`config.mk`:
```
export PLATFORM = sky130hd
export DESIGN_NAME = lfsr_rng
export DESIGN_NICKNAME = d
export VERILOG_FILES = /design/src/rtl/rng_pkg.sv /design/src/rtl/lfsr_core.sv /design/src/rtl/lfsr_rng.sv
export SDC_FILE = /design/constraint.sdc
export NUM_CORES = 1
export LEC_CHECK = 0
export CAP_MARGIN = 30
export CORE_UTILIZATION = 50
export CTS_BUF_LIST = sky130_fd_sc_hd__clkbuf_4
export DETAILED_ROUTE_END_ITERATION = 10
export HOLD_SLACK_MARGIN = 0.03
export PLACE_DENSITY = 0.85
export SETUP_SLACK_MARGIN = 0.15
export SYNTH_ARGS = -nofsm -noshare
export SYNTH_HDL_FRONTEND = slang
export SYNTH_SLANG_ARGS = --single-unit
```
`constraint.sdc`:
```
create_clock -name clk -period 4.55 [get_ports clk]
set_input_delay 0.91 -clock clk [delete_from_list [all_inputs] [get_ports clk]]
set_output_delay 0.91 -clock clk [all_outputs]
set_load 0.05 [all_outputs]
```
`src/rtl/rng_pkg.sv`:
```
// Shared definitions for the LFSR random-number source.
//   rng_state_e : draw FSM states (IDLE / DRAW / HOLD)
//   DEF_TAPS    : default Galois feedback mask, x^16+x^14+x^13+x^11+1
//   DEF_SEED    : default reset / zero-substitute seed
//   tries_w()   : width of the per-draw rejection counter
// No ports; imported by lfsr_core and lfsr_rng.
package rng_pkg;

    typedef enum logic [1:0] {
        IDLE = 2'd0,
        DRAW = 2'd1,
        HOLD = 2'd2
    } rng_state_e;

    localparam logic [15:0] DEF_TAPS = 16'hB400;
    localparam logic [15:0] DEF_SEED = 16'hACE1;

    // Counter holds 0 .. max_tries-1; never narrower than one bit.
    function automatic int tries_w(input int max_tries);
        return (max_tries <= 1) ? 1 : $clog2(max_tries);
    endfunction

endpackage

```
`src/rtl/lfsr_core.sv`:
```
// Galois LFSR state register with seed load and zero-seed substitution.
// Ports:
//   clk        in   rising-edge clock
//   reset      in   synchronous active-high reset (state=SEED, lockup=0)
//   step       in   advance the LFSR one position this cycle
//   seed_load  in   load seed_value (takes priority over step)
//   seed_value in   WIDTH seed; zero is replaced by SEED
//   state      out  WIDTH current LFSR state
//   lockup     out  sticky flag: a zero seed was substituted
module lfsr_core
    import rng_pkg::*;
#(
    parameter int               WIDTH = 16,
    parameter logic [WIDTH-1:0] TAPS  = DEF_TAPS,
    parameter logic [WIDTH-1:0] SEED  = DEF_SEED
) (
    input  logic             clk,
    input  logic             reset,
    input  logic             step,
    input  logic             seed_load,
    input  logic [WIDTH-1:0] seed_value,
    output logic [WIDTH-1:0] state,
    output logic             lockup
);

    always_ff @(posedge clk) begin
        if (reset) begin
            state  <= SEED;
            lockup <= 1'b0;
        end else if (seed_load) begin
            // An all-zero state would freeze the LFSR forever.
            if (seed_value == '0) begin
                state  <= SEED;
                lockup <= 1'b1;
            end else begin
                state  <= seed_value;
            end
        end else if (step) begin
            state <= state[0] ? ((state >> 1) ^ TAPS) : (state >> 1);
        end
    end

endmodule

```
`src/rtl/lfsr_rng.sv`:
```
// Bounded random-number source: Galois LFSR plus a req/valid/ready draw FSM
// that returns uniform values in [0, RANGE-1] by rejection sampling.
// Optional feature macro: RNG_NO_REPEAT_EN -- also rejects a candidate equal
// to the previously delivered value (the fallback value may still repeat).
// Ports:
//   clk        in   rising-edge clock
//   reset      in   synchronous active-high reset
//   enable     in   free-run LFSR advance while IDLE/HOLD
//   seed_load  in   load seed_value into the LFSR
//   seed_value in   WIDTH seed; zero replaced by SEED
//   rd_req     in   request one draw (sampled in IDLE only)
//   rnd_valid  out  rnd_num valid; held until rnd_ready
//   rnd_ready  in   consumer accepts rnd_num
//   rnd_num    out  OUT_W drawn value, < RANGE
//   lockup     out  sticky zero-seed substitution flag
//   lfsr_state out  WIDTH current LFSR state
module lfsr_rng
    import rng_pkg::*;
#(
    parameter int               WIDTH     = 16,
    parameter logic [WIDTH-1:0] TAPS      = DEF_TAPS,
    parameter logic [WIDTH-1:0] SEED      = DEF_SEED,
    parameter int               OUT_W     = 4,
    parameter int               RANGE     = 10,
    parameter int               MAX_TRIES = 16
) (
    input  logic             clk,
    input  logic             reset,
    input  logic             enable,
    input  logic             seed_load,
    input  logic [WIDTH-1:0] seed_value,
    input  logic             rd_req,
    output logic             rnd_valid,
    input  logic             rnd_ready,
    output logic [OUT_W-1:0] rnd_num,
    output logic             lockup,
    output logic [WIDTH-1:0] lfsr_state
);

    localparam int               TW       = tries_w(MAX_TRIES);
    localparam logic [TW-1:0]    LAST_TRY = TW'(MAX_TRIES - 1);
    localparam logic [OUT_W:0]   RANGE_X  = (OUT_W + 1)'(RANGE);
    localparam logic [OUT_W-1:0] RANGE_N  = RANGE_X[OUT_W-1:0];

    if (WIDTH < 4 || WIDTH < OUT_W) begin : g_bad_width
        $error("lfsr_rng: WIDTH must be >= 4 and >= OUT_W");
    end
    if (SEED == '0) begin : g_bad_seed
        $error("lfsr_rng: SEED must be nonzero");
    end
    if (RANGE <= (1 << (OUT_W - 1)) || RANGE > (1 << OUT_W)) begin : g_bad_range
        $error("lfsr_rng: RANGE must satisfy 2^(OUT_W-1) < RANGE <= 2^OUT_W");
    end
    if (MAX_TRIES < 1) begin : g_bad_tries
        $error("lfsr_rng: MAX_TRIES must be >= 1");
    end

    rng_state_e       state_q, state_d;
    logic [TW-1:0]    tries_q;
    logic [OUT_W-1:0] cand;
    logic             in_range;
    logic             accept;
    logic             last_try;
    logic             step;
    logic [OUT_W-1:0] fallback;

    lfsr_core #(
        .WIDTH (WIDTH),
        .TAPS  (TAPS),
        .SEED  (SEED)
    ) u_core (
        .clk        (clk),
        .reset      (reset),
        .step       (step),
        .seed_load  (seed_load),
        .seed_value (seed_value),
        .state      (lfsr_state),
        .lockup     (lockup)
    );

    // Candidate is the pre-step state of this cycle.
    assign cand     = lfsr_state[OUT_W-1:0];
    assign in_range = ({1'b0, cand} < RANGE_X);
    assign last_try = (tries_q == LAST_TRY);
    // RANGE > 2^(OUT_W-1) guarantees cand-RANGE < RANGE for out-of-range
    // candidates; an in-range candidate that was rejected only as a repeat
    // is delivered unchanged.
    assign fallback = in_range ? cand : (cand - RANGE_N);

`ifdef RNG_NO_REPEAT_EN
    logic [OUT_W-1:0] last_num;
    logic             hist_vld;

    assign accept = in_range && !(hist_vld && (cand == last_num));

    always_ff @(posedge clk) begin
        if (reset) begin
            last_num <= '0;
            hist_vld <= 1'b0;
        end else if (state_q == HOLD && rnd_ready) begin
            last_num <= rnd_num;
            hist_vld <= 1'b1;
        end
    end
`else
    assign accept = in_range;
`endif

    // State register
    always_ff @(posedge clk) begin
        if (reset) begin
            state_q <= IDLE;
        end else begin
            state_q <= state_d;
        end
    end

    // Next-state logic
    always_comb begin
        state_d = state_q;
        case (state_q)
            IDLE:    if (rd_req) state_d = DRAW;
            DRAW:    if (accept || last_try) state_d = HOLD;
            HOLD:    if (rnd_ready) state_d = IDLE;
            default: state_d = IDLE;
        endcase
    end

    // FSM outputs
    always_comb begin
        rnd_valid = (state_q == HOLD);
        step      = enable || (state_q == DRAW);
    end

    // Tries counter and delivered value
    always_ff @(posedge clk) begin
        if (reset) begin
            tries_q <= '0;
            rnd_num <= '0;
        end else begin
            case (state_q)
                IDLE: if (rd_req) tries_q <= '0;
                DRAW: begin
                    if (accept) begin
                        rnd_num <= cand;
                    end else if (last_try) begin
                        rnd_num <= fallback;
                    end else begin
                        tries_q <= tries_q + 1'b1;
                    end
                end
                default: ;
            endcase
        end
    end

endmodule

```
==> results.py, run 1 <==
metrics = {
    "logic_synthesis": {
        "ys_seq_elements": 27,
        "synth.avg_cell_area_um2": 8.28,
        "seq_area_frac_synth_pct": 38.8,
        "syn-num-nets": 192,
        "syn-instance-count": 168,
        "synth_top_area_share_pct": 38.8,
        "syn_area_mm2": 0.00139,
        "synth.distinct_cells": 39,
        "synth.area.top_cells": "dfxtp_1 (39%), mux2i_1 (5.8%), nand2_1 (5.1%)",
        "yosysTopAreaCell": "dfxtp_1",
        "yosysWarnings": 0,
    },
    "floorplanning": {
        "die-area_mm2": 0.00300,
        "num_rows": 18,
        "initial_utilization_pct": 54.7,
        "die_width_um": 54.8,
        "core_area_mm2": 0.00254,
        "die_y_um": 54.8,
        "num_io_pins": 44,
    },
    "setup_path": {
        "cp_slowest_stage_delay_ns": 0.82,
        "cp_top_family": "buffers and inverters",
        "path_buf_inv": 1,
        "slowest_stage": "clkdlybuf4s50_1",
        "cp_data_required_time_ns": 3.64,
        "cp_cell_sequence": "nor2b_1, clkdlybuf4s50_1",
        "crit_arrival_ns": 1.93,
        "cp-start-kind": "flip-flop",
        "end_kind": "output pin",
        "path_class": "reg2out",
        "worstPathMaxFanout": 10,
    },
    "sta": {
        "fmax_mhz": 352,
        "timing.hold.ws_ns": 0.470,
        "fin_worst_skew_ns": 0.00815,
        "grt_setup_unrepaired": "false",
        "period_share_pct": 62.5,
        "worst_pin_slew_ns": 1.02,
        "finalCriticalPeriod_ns": 2.84,
        "finalMaxSlewViolations": 0,
        "slew_headroom_pct": 31.4,
        "hold_viol_final": 0,
        "setup_tns_ns": 0,
        "setup_viol": 0,
    },
    "global_routing": {
        "overflow": 0,
        "antenna_found_initial": 0,
        "grt_pass1_wl_um": 5750,
        "globalRouteMet1Util_pct": 34.3,
        "use_met2_pct": 44.6,
        "gr-usage-met3_pct": 5.83,
        "grt_pass1_vias": 1282,
        "grt.total_usage_pct": 27.4,
        "busiest_layer": "met2",
        "grt_max_degree": 29,
    },
    "power_and_ir_drop": {
        "p_sw_share_pct": 33.7,
        "power.switching_mw": 0.180,
        "leakage_nw": 0.687,
        "p_int_mw": 0.353,
        "p_comb_share_pct": 28.6,
        "power.total_mw": 0.533,
        "power_density_mw_per_mm2": 292,
        "vdd_drop_max_mv": 0.229,
        "pwr-share-seq_pct": 50.4,
        "power_frac_clock_pct": 20.9,
    },
    "clock_tree": {
        "cts_made_buffers": 3,
        "cts_sinks": 27,
        "clk_latency_ns": 0.33,
        "clk_path_buf_depth": 2,
        "cts-root-buf": "clkbuf_4",
        "post_cts_resized": 0,
        "ctsHoldBuffers": 0,
        "cts_tree": "yes",
        "path_clk_slew_ns": 0.14,
        "cts_max_level": 1,
        "post_cts_buffers": 0,
    },
    "drt": {
        "drtAntennaViolNets": 0,
        "drt-initial-drc-count": 48,
        "vias": 1378,
        "drt_wl_total_um": 3670,
        "wl_per_cell_um": 15.7,
        "route.detailed.drc": 0,
        "dr.pass1.iters": 4,
        "via_per_inst": 5.89,
    },
    "placed_design": {
        "port_buffers": 43,
        "dpl.hpwl_um": 2780,
        "globalplace.congestion": 0.822,
        "dp.cells": 230,
    },
    "final_layout": {
        "layout-drive-gt1-share_pct": 6.86,
        "syn2layout_area_growth_pct": 31.0,
        "insertedDiodeCount": 0,
        "stdcell_count": 234,
        "mostFrequentLayoutCell": "clkdlybuf4s50_1",
        "final_cell_mix": "clkdlybuf4s50_1 (43), dfxtp_1 (27), nand2_1 (19)",
        "fin_nets": 229,
    },
    "run_status": {
        "status": "finished clean",
    },
    "run": {
        "max-cap-violations": 0,
    },
    "min_path": {
        "hp-class": "reg2reg",
    },
}
## power groups by stage
stage / clock, mW / sequential [mW] / combinational [mW]
floorplan: 0 / 0.311 / 0.0585
global placement: 0 / 0.273 / 0.149
detailed placement: 0 / 0.273 / 0.152
CTS: 0.114 / 0.268 / 0.153
global route: 0.127 / 0.271 / 0.162
finish: 0.112 / 0.269 / 0.152
## through the flow
step	utilization (%)	setup slack [ns]	cell area [um2]
finish	71.6	1.71	1820
global route	71.6	1.60	1820
CTS	71.6	1.69	1820
detailed placement	70.5	1.53	1790
global placement	70.5	1.59	1790
floorplan	-	2.41	1390
## synth_stat cells
| library cell | instances |
|---|---|
| a211o_1 | 1 |
| a211oi_1 | 3 |
| a211oi_2 | 1 |
| a21oi_1 | 12 |
| a31oi_1 | 8 |
| a41o_1 | 1 |
| and3_1 | 1 |
| and4_1 | 1 |
| buf_2 | 2 |
| buf_6 | 3 |
| clkbuf_1 | 6 |
| dfxtp_1 | 27 |
| ha_1 | 2 |
| inv_1 | 4 |
| mux2i_1 | 8 |
| nand2_1 | 19 |
| nand2b_1 | 6 |
| nand3_1 | 7 |
| nand3b_1 | 1 |
| nor2_1 | 15 |
| nor2b_1 | 1 |
| nor2b_4 | 1 |
| nor3_1 | 4 |
| nor3_2 | 1 |
| nor4_1 | 5 |
| o2111ai_1 | 1 |
| o211ai_1 | 2 |
| o21ai_0 | 3 |
| o21ai_1 | 1 |
| o21ai_2 | 1 |
| o21bai_1 | 4 |
| o221ai_1 | 1 |
| o22ai_1 | 2 |
| o31ai_1 | 1 |
| or2_2 | 6 |
| or3_1 | 1 |
| or4_1 | 2 |
| xnor2_1 | 1 |
| xor2_1 | 2 |
## registers in the layout, summed over array words and instances, names as in the netlist
register / flops
u_core.state: 16
state_q: 2
rnd_num: 4
tries_q: 4
u_core.lockup: 1
## layout make-up
type,instances,area (um2)
clock buffer,4,30.0
fill,222,722
inverter,4,15.0
multi-input combinational,126,769
sequential,27,541
tap,30,37.5
timing repair buffer,43,430
## tightest hold or removal path: stages, from the launching register on
cell and delay (ns):
dfxtp_1 0.34, nand2_1 0.05, a21oi_1 0.05
## metal layers
metal,routed length [um],vias to the layer above,part of all wire [%]
met5,0,-,0
met1,1550,630,42
met3,237,11,6.5
li1,-,680,-
met4,91,0,2.5
met2,1790,57,49
## cells by family (layout without fill, tap and decap cells)
family          Yosys count  in the layout  synth area share [%]
simple gates             71             71                  26.1
xor+xnor                  3              3                  1.89
flops                    27             27                  38.8
fa+ha+maj                 2              2                  1.80
buf+inv                  15             51                  5.84
mux                       8              8                  5.76
compound gates           42             42                  19.8
## path summary, 6_finish.rpt
| kind | end | depth (start not counted) | slack (ns) | from |
|---|---|---|---|---|
| max | rnd_valid | 2 | 1.71 | state_q[1] |
| max reg2reg | u_core.state[4] | 4 | 2.68 | state_q[1] |
| min | rnd_num[2] | 2 | 0.47 | rnd_num[2] |
| min reg2reg | rnd_num[2] | 2 | 0.47 | rnd_num[2] |
Note: power is estimated with default switching activity, not from simulation.
==> run 2, diff against run 1 <==
--- a/config.mk
+++ b/config.mk
@@ -6,11 +6,11 @@
 export NUM_CORES = 1
 export LEC_CHECK = 0
 export CAP_MARGIN = 30
-export CORE_UTILIZATION = 50
+export CORE_UTILIZATION = 48
 export CTS_BUF_LIST = sky130_fd_sc_hd__clkbuf_4
 export DETAILED_ROUTE_END_ITERATION = 10
 export HOLD_SLACK_MARGIN = 0.03
-export PLACE_DENSITY = 0.85
+export PLACE_DENSITY = 0.82
 export SETUP_SLACK_MARGIN = 0.15
 export SYNTH_ARGS = -nofsm -noshare
 export SYNTH_HDL_FRONTEND = slang
==> constraint.sdc (replaced) <==
create_clock -name clk -period 3 [get_ports clk]
set_input_delay 0.6 -clock clk [delete_from_list [all_inputs] [get_ports clk]]
set_output_delay 0.6 -clock clk [all_outputs]
set_load 0.05 [all_outputs]
==> run 2 against run 1 <==
  * First-iteration DRC count down 4.2%
  * Sequential share of layout area down 0.22 points
  * Non-clock buffer count up 2
  * Sequential power up 51%
  * Cell count up 1.3%
  * Design area up 0.75%
  * Flip-flop and latch count unchanged
  * Global-route usage down 2.7 points
  * Largest cell class unchanged
  * Highest routed layer unchanged
==> results.py, run 2 (synthesis gave the netlist of run 1 again) <==
metrics = {
    "placed_design": {
        "port_buffers": 43,
        "globalplace.congestion": 0.933,
        "dp.cells": 233,
        "dpl.hpwl_um": 2750,
        "placed_cell_area_mm2": 0.00181,
        "dp_slack_ns": 0.772,
    },
    "global_routing": {
        "grt.total_usage_pct": 24.7,
        "overflow": 0,
        "grt_max_degree": 29,
        "grt_pass1_wl_um": 6090,
        "antenna_found_initial": 0,
        "grt_pass1_vias": 1344,
    },
    "final_layout": {
        "syn2layout_area_growth_pct": 32.0,
        "top_register": "u_core.state",
        "final_core_util_pct": 66.6,
        "mostFrequentLayoutCell": "clkdlybuf4s50_1",
        "final_cell_mix": "clkdlybuf4s50_1 (43), dfxtp_1 (27), nand2_1 (19)",
        "layout_top_registers": "u_core.state (16), rnd_num (4), tries_q (4)",
        "largest_reg_flops": 16,
        "multiInputGateArea_um2": 769,
        "fin_nets": 231,
        "stdcell_count": 237,
        "layout-drive-gt1-share_pct": 7.77,
        "regArea_um2": 541,
        "fillerInstances": 235,
        "insertedDiodeCount": 0,
        "finalInstanceArea_mm2": 0.00184,
    },
    "power_and_ir_drop": {
        "power.total_mw": 0.806,
        "vdd_drop_max_mv": 0.300,
        "power_density_mw_per_mm2": 439,
        "leakage_nw": 0.697,
    },
    "floorplanning": {
        "num_rows": 19,
        "die-area_mm2": 0.00312,
        "num_io_pins": 44,
        "die_y_um": 55.8,
        "core_area_mm2": 0.00276,
        "initial_utilization_pct": 50.5,
        "die_width_um": 55.8,
    },
    "drt": {
        "dr.pass1.iters": 4,
        "vias": 1404,
        "drt-initial-drc-count": 46,
        "drt_wl_total_um": 3650,
        "wl_per_cell_um": 15.4,
        "drtAntennaViolNets": 0,
        "via_per_inst": 5.92,
        "route.detailed.drc": 0,
    },
    "min_path": {
        "min_path_cells": 2,
        "min_from": "rnd_num[3]",
        "hp-class": "reg2reg",
        "hold-path-endpoint": "rnd_num[3]",
    },
    "clock_tree": {
        "cts_made_buffers": 3,
        "cts_tree": "yes",
        "ctsHoldBuffers": 0,
        "cts_sinks": 27,
        "path_clk_slew_ns": 0.16,
        "clk_path_buf_depth": 2,
        "cts-root-buf": "clkbuf_4",
        "clk_latency_ns": 0.34,
        "post_cts_resized": 0,
        "post_cts_buffers": 0,
        "cts_max_level": 1,
    },
    "sta": {
        "fin_worst_skew_ns": 0.0167,
        "finalCriticalPeriod_ns": 2.53,
        "worst_pin_slew_ns": 1.06,
        "setup_tns_ns": 0,
        "setup_viol": 0,
        "grt_setup_unrepaired": "false",
        "hold_viol_final": 0,
        "period_share_pct": 84.5,
        "timing.hold.ws_ns": 0.467,
        "fmax_mhz": 395,
        "finalWorstSetupSlack_ns": 0.466,
        "finalMaxSlewViolations": 0,
        "slew_headroom_pct": 29.0,
    },
    "setup_path": {
        "cp-start-kind": "flip-flop",
        "worstPathMaxFanout": 10,
        "cp_cell_sequence": "nor2b_1, clkdlybuf4s50_1",
        "ff2ff_path_depth": 4,
        "startpoint": "state_q[1]",
        "path_buf_inv": 1,
        "timing.rr.start": "state_q[0]",
        "crit_arrival_ns": 1.93,
        "r2r_end": "u_core.state[5]",
        "cp_top_family": "buffers and inverters",
        "cp_data_required_time_ns": 2.40,
        "slowest_stage": "clkdlybuf4s50_1",
        "end_kind": "output pin",
        "path_class": "reg2out",
        "cp_slowest_stage_delay_ns": 0.82,
        "r2r_slack_ns": 1.23,
    },
    "run": {
        "max-cap-violations": 0,
    },
    "run_status": {
        "status": "finished clean",
    },
}
[run 2: cell types whose count changed in the layout (fill, tap and decap cells not counted)]
cell      change
buf_4         +2
clkbuf_4      -1
clkinv_2      +1
[run 2: tightest hold or removal path, delay by kind of cell, from the launching register on]
family | cells | cell delay [ns]
flip-flops | 1 | 0.34
AO/OA/AOI/OAI | 1 | 0.05
AND/OR/NAND/NOR | 1 | 0.05
[run 2: layout make-up]
cell class,instances,share of cell area (%)
clock buffer,3,1.23
tap,31,2.11
multi-input combinational,126,41.9
inverter,4,0.817
timing repair buffer,45,24.3
clock inverter,1,0.272
sequential,27,29.4
[run 2: worst max path at each step]
stage | to | slack, ns | cells past startpoint
6_report | rnd_valid | 0.47 | 2
5_1_grt | rnd_valid | 0.40 | 2
4_1_cts | rnd_valid | 0.46 | 2
3_5_place_dp | u_core.state[0] | 0.77 | 6
3_3_place_gp | u_core.state[0] | 0.79 | 6
2_1_floorplan | rnd_valid | 1.17 | 2
[run 2: where the power goes]
group | internal [mW] | total, mW | switching (mW)
sequential | 0.380 | 0.407 | 0.0263
combinational | 0.0961 | 0.234 | 0.138
clock | 0.0501 | 0.165 | 0.115
[run 2: layer usage]
layer	share of wire (%)	track usage, %	up-vias
met2	48	40.8	60
met4	2.0	9.06	0
met3	6.8	4.88	8
met5	0	0	-
li1	-	-	676
met1	44	32.1	660
